===== config.mk =====
export PLATFORM = sky130hd
export DESIGN_NAME = lsu_ctrl_flat
export DESIGN_NICKNAME = d
export VERILOG_FILES = /design/src/rtl/lsu_ctrl_pkg.sv /design/src/rtl/lsu_ctrl_if.sv /design/src/rtl/lsu_ctrl_check.sv /design/src/rtl/lsu_ctrl.sv /design/src/flat_wrapper.sv
export SDC_FILE = /design/constraint.sdc
export NUM_CORES = 1
export LEC_CHECK = 0
export BUFFER_PORTS_ARGS = -buffer_cell sky130_fd_sc_hd__clkbuf_2
export CORE_MARGIN = 4
export CORE_UTILIZATION = 49
export CTS_CLUSTER_SIZE = 12
export DETAILED_ROUTE_END_ITERATION = 7
export MAX_ROUTING_LAYER = met4
export PLACE_DENSITY_LB_ADDON = 0.15
export SYNTH_ARGS = -nofsm -noshare
export SYNTH_HDL_FRONTEND = slang
export SYNTH_SLANG_ARGS = --single-unit

===== constraint.sdc =====
create_clock -name clk -period 2.5 [get_ports clk]
set_clock_uncertainty 0.2 [all_clocks]
set_input_delay 0.75 -clock clk [delete_from_list [all_inputs] [get_ports clk]]
set_output_delay 0.75 -clock clk [all_outputs]
set_load 0.02 [all_outputs]

===== src/rtl/lsu_ctrl_pkg.sv =====
// Shared definitions for the load/store control stage: memory op codes,
// funct3 encodings, fault cause codes and FSM states.
package lsu_ctrl_pkg;

  localparam int DEF_ADDR_W = 11;
  localparam int DEF_XLEN   = 32;

  // Memory op codes: bit2 set means store (or idle), bits[1:0] give the size.
  // Size 11 does not exist, so 111 doubles as the no-write idle code.
  typedef enum logic [2:0] {
    OP_LOAD_BYTE   = 3'b000,
    OP_LOAD_HALF   = 3'b001,
    OP_LOAD_WORD   = 3'b010,
    OP_STORE_BYTE  = 3'b100,
    OP_STORE_HALF  = 3'b101,
    OP_STORE_WORD  = 3'b110,
    OP_IDLE        = 3'b111
  } mem_op_e;

  // RISC-V load/store funct3 encodings
  localparam logic [2:0] F3_B  = 3'b000;
  localparam logic [2:0] F3_H  = 3'b001;
  localparam logic [2:0] F3_W  = 3'b010;
  localparam logic [2:0] F3_BU = 3'b100;
  localparam logic [2:0] F3_HU = 3'b101;

  typedef enum logic [1:0] {
    CAUSE_NONE       = 2'b00,
    CAUSE_MISALIGNED = 2'b01,
    CAUSE_RANGE      = 2'b10,
    CAUSE_ILLEGAL    = 2'b11
  } err_cause_e;

  typedef enum logic {
    ST_RUN = 1'b0,
    ST_ERR = 1'b1
  } lsu_state_e;

  // Memory op for a legal request; funct3[2] (unsigned) does not affect size.
  function automatic mem_op_e op_for(input logic load, input logic [2:0] funct3);
    return mem_op_e'({~load, funct3[1:0]});
  endfunction

endpackage


===== src/rtl/lsu_ctrl_if.sv =====
// Request channel from the execute stage into the load/store control stage.
interface lsu_ctrl_if #(
  parameter int XLEN = 32
);
  logic            ex_valid;
  logic            ex_ready;
  logic            ex_load;
  logic [2:0]      ex_funct3;
  logic [XLEN-1:0] ex_addr;
  logic [XLEN-1:0] ex_wdata;
  logic [4:0]      ex_rd;

  // Execute stage drives requests
  modport master (
    output ex_valid, ex_load, ex_funct3, ex_addr, ex_wdata, ex_rd,
    input  ex_ready
  );

  // Load/store control stage consumes them
  modport slave (
    input  ex_valid, ex_load, ex_funct3, ex_addr, ex_wdata, ex_rd,
    output ex_ready
  );
endinterface


===== src/rtl/lsu_ctrl_check.sv =====
// Combinational legality checker: illegal funct3 beats out-of-range, which
// beats misalignment. Only the address bits that matter are passed in.
module lsu_ctrl_check
  import lsu_ctrl_pkg::*;
#(
  parameter int HI_W = 21
) (
  input  logic            i_load,
  input  logic [2:0]      i_funct3,
  input  logic [HI_W-1:0] i_addr_hi,
  input  logic [1:0]      i_addr_lo,
  output logic            o_fault,
  output err_cause_e      o_cause
);

  logic w_illegal;
  logic w_range;
  logic w_misaligned;

  // Stores have no unsigned variants; 011 and 11x are never valid
  assign w_illegal = (!i_load && i_funct3[2]) ||
                     (i_funct3 == 3'b011) ||
                     (i_funct3[2:1] == 2'b11);

  // Anything above the data memory window is out of range
  assign w_range = |i_addr_hi;

  // Halfwords need even addresses, words need 4-byte alignment
  assign w_misaligned = ((i_funct3[1:0] == 2'b01) && i_addr_lo[0]) ||
                        ((i_funct3[1:0] == 2'b10) && (i_addr_lo != 2'b00));

  // Priority encode the first failing check
  always_comb begin
    o_fault = 1'b1;
    o_cause = CAUSE_NONE;
    if (w_illegal) begin
      o_cause = CAUSE_ILLEGAL;
    end else if (w_range) begin
      o_cause = CAUSE_RANGE;
    end else if (w_misaligned) begin
      o_cause = CAUSE_MISALIGNED;
    end else begin
      o_fault = 1'b0;
    end
  end

endmodule


===== src/rtl/lsu_ctrl.sv =====
// Load/store control stage ahead of data memory: checks and registers requests
// (S1), tracks the load whose data is returning (S2), zero-extends unsigned
// loads, reports faults and raises the load-use hazard stall toward decode.
module lsu_ctrl
  import lsu_ctrl_pkg::*;
#(
  parameter int ADDR_W = DEF_ADDR_W,
  parameter int XLEN   = DEF_XLEN
) (
  input  logic              clk,
  input  logic              rst,
  lsu_ctrl_if.slave         ex,
  input  logic [4:0]        id_rs1,
  input  logic [4:0]        id_rs2,
  output logic [2:0]        mem_op,
  output logic [ADDR_W-1:0] mem_addr,
  output logic [XLEN-1:0]   mem_wdata,
  output logic              mem_stall,
  input  logic [XLEN-1:0]   mem_rdata,
  output logic              wb_valid,
  output logic [4:0]        wb_rd,
  output logic [XLEN-1:0]   wb_data,
  output logic              hazard_stall,
  output logic              err_valid,
  output logic [1:0]        err_cause,
  output logic [XLEN-1:0]   err_addr,
  input  logic              err_ack
);

  lsu_state_e        r_state;
  logic              r_err_valid;
  err_cause_e        r_err_cause;
  logic [XLEN-1:0]   r_err_addr;

  logic              r_s1_valid;
  logic              r_s1_load;
  logic [2:0]        r_s1_funct3;
  logic [4:0]        r_s1_rd;
  mem_op_e           r_mem_op;
  logic              r_mem_stall;
  logic [ADDR_W-1:0] r_mem_addr;
  logic [XLEN-1:0]   r_mem_wdata;

  logic              r_s2_valid;
  logic [2:0]        r_s2_funct3;
  logic [4:0]        r_s2_rd;

  logic              r_wb_valid;
  logic [4:0]        r_wb_rd;
  logic [XLEN-1:0]   r_wb_data;

  logic              w_ready;
  logic              w_accept;
  logic              w_fault;
  err_cause_e        w_cause;
  logic              w_take;
  logic              w_trap;
  logic [XLEN-1:0]   w_ext;
  logic              w_s1_hit;
  logic              w_s2_hit;

  lsu_ctrl_check #(
    .HI_W (XLEN - ADDR_W)
  ) u_check (
    .i_load    (ex.ex_load),
    .i_funct3  (ex.ex_funct3),
    .i_addr_hi (ex.ex_addr[XLEN-1:ADDR_W]),
    .i_addr_lo (ex.ex_addr[1:0]),
    .o_fault   (w_fault),
    .o_cause   (w_cause)
  );

  assign w_ready     = (r_state == ST_RUN);
  assign ex.ex_ready = w_ready;
  assign w_accept    = ex.ex_valid && w_ready;
  assign w_take      = w_accept && !w_fault;
  assign w_trap      = w_accept && w_fault;

  // Fault FSM: a faulting request parks the stage in ERR until acknowledged
  always_ff @(posedge clk) begin
    if (rst) begin
      r_state     <= ST_RUN;
      r_err_valid <= 1'b0;
      r_err_cause <= CAUSE_NONE;
      r_err_addr  <= '0;
    end else begin
      case (r_state)
        ST_RUN: begin
          if (w_trap) begin
            r_state     <= ST_ERR;
            r_err_valid <= 1'b1;
            r_err_cause <= w_cause;
            r_err_addr  <= ex.ex_addr;
          end
        end
        ST_ERR: begin
          if (err_ack) begin
            r_state     <= ST_RUN;
            r_err_valid <= 1'b0;
          end
        end
        default: r_state <= ST_RUN;
      endcase
    end
  end

  // S1: request register that drives the memory for one cycle per access
  always_ff @(posedge clk) begin
    if (rst) begin
      r_s1_valid  <= 1'b0;
      r_s1_load   <= 1'b0;
      r_s1_funct3 <= '0;
      r_s1_rd     <= '0;
      r_mem_op    <= OP_IDLE;
      r_mem_stall <= 1'b1;
      r_mem_addr  <= '0;
      r_mem_wdata <= '0;
    end else begin
      r_s1_valid  <= w_take;
      r_mem_stall <= !w_take;
      r_mem_op    <= w_take ? op_for(ex.ex_load, ex.ex_funct3) : OP_IDLE;
      if (w_take) begin
        r_s1_load   <= ex.ex_load;
        r_s1_funct3 <= ex.ex_funct3;
        r_s1_rd     <= ex.ex_rd;
        r_mem_addr  <= ex.ex_addr[ADDR_W-1:0];
        r_mem_wdata <= ex.ex_wdata;
      end
    end
  end

  // S2: the load whose read data is on mem_rdata this cycle
  always_ff @(posedge clk) begin
    if (rst) begin
      r_s2_valid  <= 1'b0;
      r_s2_funct3 <= '0;
      r_s2_rd     <= '0;
    end else begin
      r_s2_valid <= r_s1_valid && r_s1_load;
      if (r_s1_valid && r_s1_load) begin
        r_s2_funct3 <= r_s1_funct3;
        r_s2_rd     <= r_s1_rd;
      end
    end
  end

  // Memory already sign-extends; unsigned loads clear the upper bits here
  always_comb begin
    w_ext = mem_rdata;
    case (r_s2_funct3)
      F3_BU:   w_ext = {{(XLEN-8){1'b0}}, mem_rdata[7:0]};
      F3_HU:   w_ext = {{(XLEN-16){1'b0}}, mem_rdata[15:0]};
      default: w_ext = mem_rdata;
    endcase
  end

  // Writeback register: one-cycle valid pulse per completed load
  always_ff @(posedge clk) begin
    if (rst) begin
      r_wb_valid <= 1'b0;
      r_wb_rd    <= '0;
      r_wb_data  <= '0;
    end else begin
      r_wb_valid <= r_s2_valid;
      if (r_s2_valid) begin
        r_wb_rd   <= r_s2_rd;
        r_wb_data <= w_ext;
      end
    end
  end

  // Load-use: decode waits while its sources are still being loaded (x0 exempt)
  assign w_s1_hit = r_s1_valid && r_s1_load && (r_s1_rd != 5'd0) &&
                    ((r_s1_rd == id_rs1) || (r_s1_rd == id_rs2));
  assign w_s2_hit = r_s2_valid && (r_s2_rd != 5'd0) &&
                    ((r_s2_rd == id_rs1) || (r_s2_rd == id_rs2));
  assign hazard_stall = w_s1_hit || w_s2_hit;

  assign mem_op    = r_mem_op;
  assign mem_addr  = r_mem_addr;
  assign mem_wdata = r_mem_wdata;
  assign mem_stall = r_mem_stall;
  assign wb_valid  = r_wb_valid;
  assign wb_rd     = r_wb_rd;
  assign wb_data   = r_wb_data;
  assign err_valid = r_err_valid;
  assign err_cause = r_err_cause;
  assign err_addr  = r_err_addr;

endmodule


===== src/flat_wrapper.sv =====
// flat-port wrapper written by rule: the top's interface ports become plain ports
module lsu_ctrl_flat import lsu_ctrl_pkg::*;
#(
  parameter int ADDR_W = DEF_ADDR_W,
  parameter int XLEN   = DEF_XLEN
)
  (clk, rst, id_rs1, id_rs2, mem_op, mem_addr, mem_wdata, mem_stall, mem_rdata, wb_valid, wb_rd, wb_data, hazard_stall, err_valid, err_cause, err_addr, err_ack, ex_ex_valid, ex_ex_load, ex_ex_funct3, ex_ex_addr, ex_ex_wdata, ex_ex_rd, ex_ex_ready);
  lsu_ctrl_if #(.XLEN(XLEN)) ex_i ();
  input  logic clk;
  input  logic rst;
  input  logic [4:0] id_rs1;
  input  logic [4:0] id_rs2;
  output logic [2:0] mem_op;
  output logic [ADDR_W-1:0] mem_addr;
  output logic [XLEN-1:0] mem_wdata;
  output logic mem_stall;
  input  logic [XLEN-1:0] mem_rdata;
  output logic wb_valid;
  output logic [4:0] wb_rd;
  output logic [XLEN-1:0] wb_data;
  output logic hazard_stall;
  output logic err_valid;
  output logic [1:0] err_cause;
  output logic [XLEN-1:0] err_addr;
  input  logic err_ack;
  input wire logic [$bits(ex_i.ex_valid)-1:0] ex_ex_valid;
  input wire logic [$bits(ex_i.ex_load)-1:0] ex_ex_load;
  input wire logic [$bits(ex_i.ex_funct3)-1:0] ex_ex_funct3;
  input wire logic [$bits(ex_i.ex_addr)-1:0] ex_ex_addr;
  input wire logic [$bits(ex_i.ex_wdata)-1:0] ex_ex_wdata;
  input wire logic [$bits(ex_i.ex_rd)-1:0] ex_ex_rd;
  output wire logic [$bits(ex_i.ex_ready)-1:0] ex_ex_ready;
  assign ex_i.ex_valid = ex_ex_valid;
  assign ex_i.ex_load = ex_ex_load;
  assign ex_i.ex_funct3 = ex_ex_funct3;
  assign ex_i.ex_addr = ex_ex_addr;
  assign ex_i.ex_wdata = ex_ex_wdata;
  assign ex_i.ex_rd = ex_ex_rd;
  assign ex_ex_ready = ex_i.ex_ready;
  lsu_ctrl #(.ADDR_W(ADDR_W), .XLEN(XLEN)) u_core (.clk(clk), .rst(rst), .ex(ex_i), .id_rs1(id_rs1), .id_rs2(id_rs2), .mem_op(mem_op), .mem_addr(mem_addr), .mem_wdata(mem_wdata), .mem_stall(mem_stall), .mem_rdata(mem_rdata), .wb_valid(wb_valid), .wb_rd(wb_rd), .wb_data(wb_data), .hazard_stall(hazard_stall), .err_valid(err_valid), .err_cause(err_cause), .err_addr(err_addr), .err_ack(err_ack));
endmodule

==> impl_metrics.yaml, run 1 <==
synth:
  syn_area_per_cell_um2: 8.55
  ys_seq_elements: 140
  synthSimpleGateAreaFrac_pct: 29.6
  synth_compound_area_share_pct: 6.91
  yosys.area.top_type: "dfxtp_1"
  synth_cells: 729
  synthAdderAreaFrac_pct: 0
  synth_area_leaders: "dfxtp_1, mux2i_1, nand2_1"
  synth_ff_type: "dfxtp_1"
  synthXorXnorAreaFrac_pct: 2.95
  synth_top_family_by_area: "simple AND/OR/NAND/NOR gates"
  ys_top_cells_by_count: "dfxtp_1, nand2_1, mux2i_1, nor2b_1, nor2_1"
  ys_seq_area_share_pct: 45.0
  ys_types: 37
  syn-num-nets: 848
  synthArstFlopShare_pct: 0
  syn_area_um2: 6230
  synthMuxAreaShare_pct: 10.4
  yosysWarningCount: 0
  synth_edf_count: 0
  yosysMostFrequentCell: "dfxtp_1"
  synth_top_area_share_pct: 45.0
sta:
  clock.fmax_ghz: 0.372
  finalSetupTns_ns: -0.189
  maxSlewHeadroom_pct: 65.4
  finalWorstSetupSlack_ns: -0.189
  hold_viol: 0
  slew_viol_final: 0
  layout_worst_path_cycle_share_pct: 108
  setup_viol: 1
  finalCriticalPeriod_ns: 2.69
  rsz0062_at_grt: "true"
  tightest_slew_ns: 0.518
drt:
  dr_total_vias: 5937
  first_pass_iters: 5
  drcViolationCount: 0
  viasPerCell: 5.21
  wl_um: 17500
  wl_per_cell_um: 15.3
  highest-signal-layer: "met4"
  route.met2.wl_um: 8500
  ant_nets: 0
  drtIter0Drc: 337
  dr_wl_met3_um: 1230
  met1_length_um: 7300
floorplan:
  ioPinCount: 241
  core-area_um2: 12200
  chipHeight_um: 121
  dieArea_um2: 14600
  die_w_um: 121
  initial_utilization_pct: 51.0
  fp-row-count: 40
placement:
  gp_congestion: 0.825
  portBuffers: 240
  place_area_um2: 7600
  dpl.hpwl_um: 12500
critical_path:
  crit_buf_inv: 1
  critPathSlowestCell: "or4_4"
  crit_path_start_kind: "flip-flop"
  arrival_ns: 1.74
  cpPeakStageDelay_ns: 0.52
  critical_path.max_fanout: 5
  end_kind: "output port"
  cp_cell_sequence: "or4_4, o21ai_2, o22ai_1, buf_4"
  critPathKind: "reg -> out"
  cp_top_family: "simple AND/OR/NAND/NOR gates"
  cp.required_ns: 1.55
pwr:
  clkPwrFrac_pct: 49.8
  power.leakage_uw: 0.00373
  intPower_uw: 4310
  power_switching_uw: 1250
  power_density_nw_per_um2: 670
  comb_power_share_pct: 8.9
  irDropWorstVdd_mv: 0.380
  switching_share_pct: 22.5
  seq_power_share_pct: 41.3
outcome:
  violations: "negative setup slack"
  status: "finished with violations"
clocking:
  clk_pin_slew_ns: 0.06
  cts_root_buffer: "clkbuf_16"
  htree_levels: 4
  cts.sinks: 140
  cts_buffers: 17
  cts_hold_buf: 0
  cts_tree: "yes"
  cts_buffer_depth: 2
  clk_latency_ns: 0.41
cells_and_area:
  design_area_um2: 8300
  syn_to_final_growth_pct: 33.3
  drive_above_1_share_pct: 32.8
  antennaDiodeCount: 0
  final_nets: 1078
  nFillCells: 1033
run:
  max-cap-violations: 0
min_path:
  hold_class: "reg -> reg"
grt:
  grt_pass1_vias: 5897
  antenna_found_initial: 0
  grt_first_pass_wirelength_um: 28200
  grt_overflow: 0
  grt_max_degree: 63
  track_usage_pct: 24.5
## flip-flops by register name, summed over array words and instances (netlist names), 2 cells and up
register,count
u_core.err_cause,2
u_core.mem_op,3
u_core.r_s2_rd,5
u_core.err_addr,32
u_core.r_s2_funct3,3
u_core.mem_wdata,32
u_core.mem_addr,11
u_core.wb_data,32
u_core.wb_rd,5
u_core.r_s1_funct3,3
u_core.r_s1_rd,5
## power by group through the flow
stage	clock (uW)	combinational (uW)	sequential (uW)
2_1_floorplan	0	208	2390
3_3_place_gp	0	481	2350
3_5_place_dp	0	493	2350
4_1_cts	2810	496	2300
5_1_grt	2930	543	2300
6_report	2770	495	2300
## through the flow
stage	hold slack, ns	setup slack, ns	power [uW]	utilization (%)	instances
floorplan	0.231	0.0139	2600	-	729
global placement	0.236	-0.0977	2830	62.3	1106
detailed placement	0.250	-0.148	2840	62.3	1106
CTS	0.258	-0.167	5610	67.7	1138
global route	0.276	-0.246	5770	68.0	1140
finish	0.255	-0.189	5560	68.0	1140
## per-layer routing
| metal | up-vias | GRT usage [%] |
|---|---|---|
| met5 | - | - |
| met4 | 0 | 9.84 |
| met3 | 38 | 6.41 |
| met2 | 230 | 40.2 |
| met1 | 2731 | 28.8 |
| li1 | 2938 | - |
## path summary, 6_finish.rpt
kind                                       startpoint                     to  slack [ns]  cells past startpoint
worst max-delay path                u_core.r_s2_rd[0]           hazard_stall       -0.19                      4
worst max register to register      u_core.r_s2_valid     u_core.wb_data[26]        0.66                      4
worst min register to register  u_core.r_s2_funct3[1]  u_core.r_s2_funct3[1]        0.26                      2
worst min-delay path            u_core.r_s2_funct3[1]  u_core.r_s2_funct3[1]        0.26                      2
## timing repair
item                       4_1_cts  5_1_grt
setup endpoints to repair        1        1
buffers inserted                 0        2
pin swaps                        0        3
gates resized for setup          4       10
## final cells by class
| type | instances | area (um^2) | area share [%] |
|---|---|---|---|
| multi-input cells | 529 | 3140 | 37.8 |
| well taps | 168 | 210 | 2.53 |
| inverters | 3 | 12.5 | 0.151 |
| clock inverters | 11 | 189 | 2.28 |
| repair buffers | 268 | 1470 | 17.7 |
| clock buffers | 21 | 470 | 5.67 |
| flip-flops and latches | 140 | 2810 | 33.9 |
## worst min-delay path, cell delays in order, from the launching register on
cell     delay (ns)
dfxtp_1        0.30
nand2_1        0.05
a21oi_1        0.05
## cell families (layout without fill, tap and decap cells)
logic type | after synthesis | count (layout)
simple gates | 369 | 369
mux | 65 | 65
xor+xnor | 21 | 21
flops | 140 | 140
compound gates | 74 | 74
buf+inv | 60 | 303
## cell usage in the layout (no fill, tap or decap), types with 13 or more instances in the layout
cell type  count
a21oi_1       36
a22oi_1       13
buf_4         26
clkbuf_16     17
clkbuf_2     238
dfxtp_1      135
mux2i_1       65
nand2_1      133
nand2b_1      14
nand3_1       53
nand4_1       33
nor2_1        56
nor2b_1       58
o21ai_0       14
xor2_1        21
Note: power is estimated with default switching activity, not from simulation.
==> run 2, diff against run 1 <==
--- a/config.mk
+++ b/config.mk
@@ -5,9 +5,10 @@
 export SDC_FILE = /design/constraint.sdc
 export NUM_CORES = 1
 export LEC_CHECK = 0
+export ABC_AREA = 1
 export BUFFER_PORTS_ARGS = -buffer_cell sky130_fd_sc_hd__clkbuf_2
 export CORE_MARGIN = 4
-export CORE_UTILIZATION = 49
+export CORE_UTILIZATION = 47
 export CTS_CLUSTER_SIZE = 12
 export DETAILED_ROUTE_END_ITERATION = 7
 export MAX_ROUTING_LAYER = met4
==> constraint.sdc (replaced) <==
create_clock -name clk -period 2.5 [get_ports clk]
set_clock_uncertainty 0.2 [all_clocks]
set_input_delay 0.5 -clock clk [delete_from_list [all_inputs] [get_ports clk]]
set_output_delay 0.5 -clock clk [all_outputs]
set_load 0.02 [all_outputs]
==> run 2 against run 1 <==
- the run now ends clean
- non-clock buffer count down 17
- routed wire length shrank 13%
- first-iteration DRC count increased by 20%
- sequential power about the same
==> impl_metrics.yaml, run 2 <==
drt:
  drtIter0Drc: 404
  first_pass_iters: 8
  ant_nets: 0
  wl_um: 15100
  viasPerCell: 5.08
  wl_per_cell_um: 14.2
  dr_total_vias: 5403
  drcViolationCount: 0
pwr:
  power.leakage_uw: 0.00368
  switching_share_pct: 20.4
  irDropWorstVdd_mv: 0.498
  power_density_nw_per_um2: 749
  comb_power_share_pct: 6.7
  intPower_uw: 4320
  fin_total_pwr_uw: 5430
  power_switching_uw: 1110
  seq_power_share_pct: 42.2
  clkPwrFrac_pct: 51.2
cells_and_area:
  final_cell_mix: "clkbuf_2, nand2_1, dfxtp_1"
  final_nets: 1031
  final_common_cell: "clkbuf_2"
  drive_above_1_share_pct: 31.1
  syn_to_final_growth_pct: 37.3
  final_util_pct: 66.3
  design_area_um2: 7250
  antennaDiodeCount: 0
synth:
  synthArstFlopShare_pct: 0
  ys_seq_elements: 140
  syn-num-nets: 804
  yosysWarningCount: 0
  synth_top_area_share_pct: 53.1
  yosys.area.top_type: "dfxtp_1"
  synth_cells: 685
  synth_ff_type: "dfxtp_1"
  ys_top_cells_by_count: "nand2_1, dfxtp_1, nand3_1, a21oi_1, nor2_1"
  syn_area_per_cell_um2: 7.70
  syn_area_um2: 5280
  yosysMostFrequentCell: "nand2_1"
  ys_types: 27
  ys_seq_area_share_pct: 53.1
  synth_edf_count: 0
  synth_area_leaders: "dfxtp_1, nand2_1, nand3_1"
clocking:
  cts_buffers: 17
  htree_levels: 4
  cts_buffer_depth: 2
  clk_pin_slew_ns: 0.06
  cts_hold_buf: 0
  post_cts.repair.setup_buffers: 0
  cts.sinks: 140
  cts_tree: "yes"
  cts_resized: 0
  clk_latency_ns: 0.41
  cts_root_buffer: "clkbuf_16"
grt:
  track_usage_pct: 23.6
  antenna_found_initial: 0
  grt_first_pass_wirelength_um: 23900
  grt_pass1_vias: 5033
  grt_max_degree: 60
  grt_overflow: 0
sta:
  finalSetupTns_ns: 0
  slew_viol_final: 0
  finalCriticalPeriod_ns: 2.32
  maxSlewHeadroom_pct: 64.7
  clock.fmax_ghz: 0.431
  setup_viol: 0
  hold_viol: 0
  layout_worst_path_cycle_share_pct: 92.9
  rsz0062_at_grt: "false"
  tightest_slew_ns: 0.528
  whs_ns: 0.0755
critical_path:
  arrival_ns: 1.62
  critPathKind: "reg -> out"
  reg2reg_depth: 7
  crit_path_start_kind: "flip-flop"
  end_kind: "output port"
  cp.required_ns: 1.80
  critical_path.max_fanout: 5
placement:
  portBuffers: 240
  dpl.hpwl_um: 11000
  place_area_um2: 6590
  gp_congestion: 0.846
floorplan:
  initial_utilization_pct: 48.3
  dieArea_um2: 13000
  fp-row-count: 38
  core-area_um2: 10900
  die_w_um: 114
  chipHeight_um: 114
  ioPinCount: 241
run:
  max-cap-violations: 0
min_path:
  hold_class: "in -> reg"
  hold_path_depth: 3
outcome:
  status: "completed"
[run 2: cells by family (layout without fill, tap and decap cells)]
| family | count (synthesis) | count (layout) | synth area share [%] |
|---|---|---|---|
| and+or+nand+nor | 345 | 345 | 27.7 |
| AOI/OAI and AO/OA | 123 | 123 | 11.7 |
| xor gates and xnor gates | 12 | 12 | 1.99 |
| buffers and inverters | 65 | 304 | 5.50 |
| DFF | 140 | 140 | 53.1 |
[run 2: final timing paths]
kind | start | endpoint | slack (ns)
hold reg to reg | u_core.err_addr[27] | u_core.err_addr[27] | 0.26
setup reg to reg | u_core.r_state | u_core.mem_op[2] | 0.79
hold / removal | ex_ex_wdata[13] | u_core.mem_wdata[13] | 0.08
setup / recovery | u_core.r_s1_rd[3] | hazard_stall | 0.18
[run 2: area by class of cell]
class                   instances  area, um^2
flip-flops and latches        140        2800
inverters                      22        82.6
clock buffers                  25         505
clock inverters                 6         155
multi-input cells             480        2190
well taps                     140         175
repair buffers                251        1330
fillers                       976        3690
[run 2: critical path: stages (launching register included)]
cell	delay, ns
dfxtp_1	0.37
xor2_1	0.18
nor3b_1	0.23
nand3_1	0.10
nand2_1	0.07
nand2_1	0.05
nand2_1	0.07
clkbuf_2	0.16
[run 2: routing by layer]
layer / wire [um] / track usage (%) / vias up
met4: 233 / 7.28 / 0
met5: 0 / - / -
met2: 7370 / 38.2 / 218
met1: 6410 / 28.6 / 2466
met3: 1130 / 6.53 / 21
li1: - / - / 2698
[run 2: power groups by stage]
stage	logic, uW	clock network, uW	registers [uW]
3_5_place_dp	362	0	2330
3_3_place_gp	354	0	2330
6_report	362	2780	2290
4_1_cts	364	2810	2290
5_1_grt	398	2940	2290
2_1_floorplan	138	0	2370
[run 2: stage by stage]
stage               worst slack, ns  std cells
finish                        0.178       1064
global route                 0.0450       1064
CTS                           0.174       1064
detailed placement            0.278       1033
global placement              0.332       1033
floorplan                     0.565        685
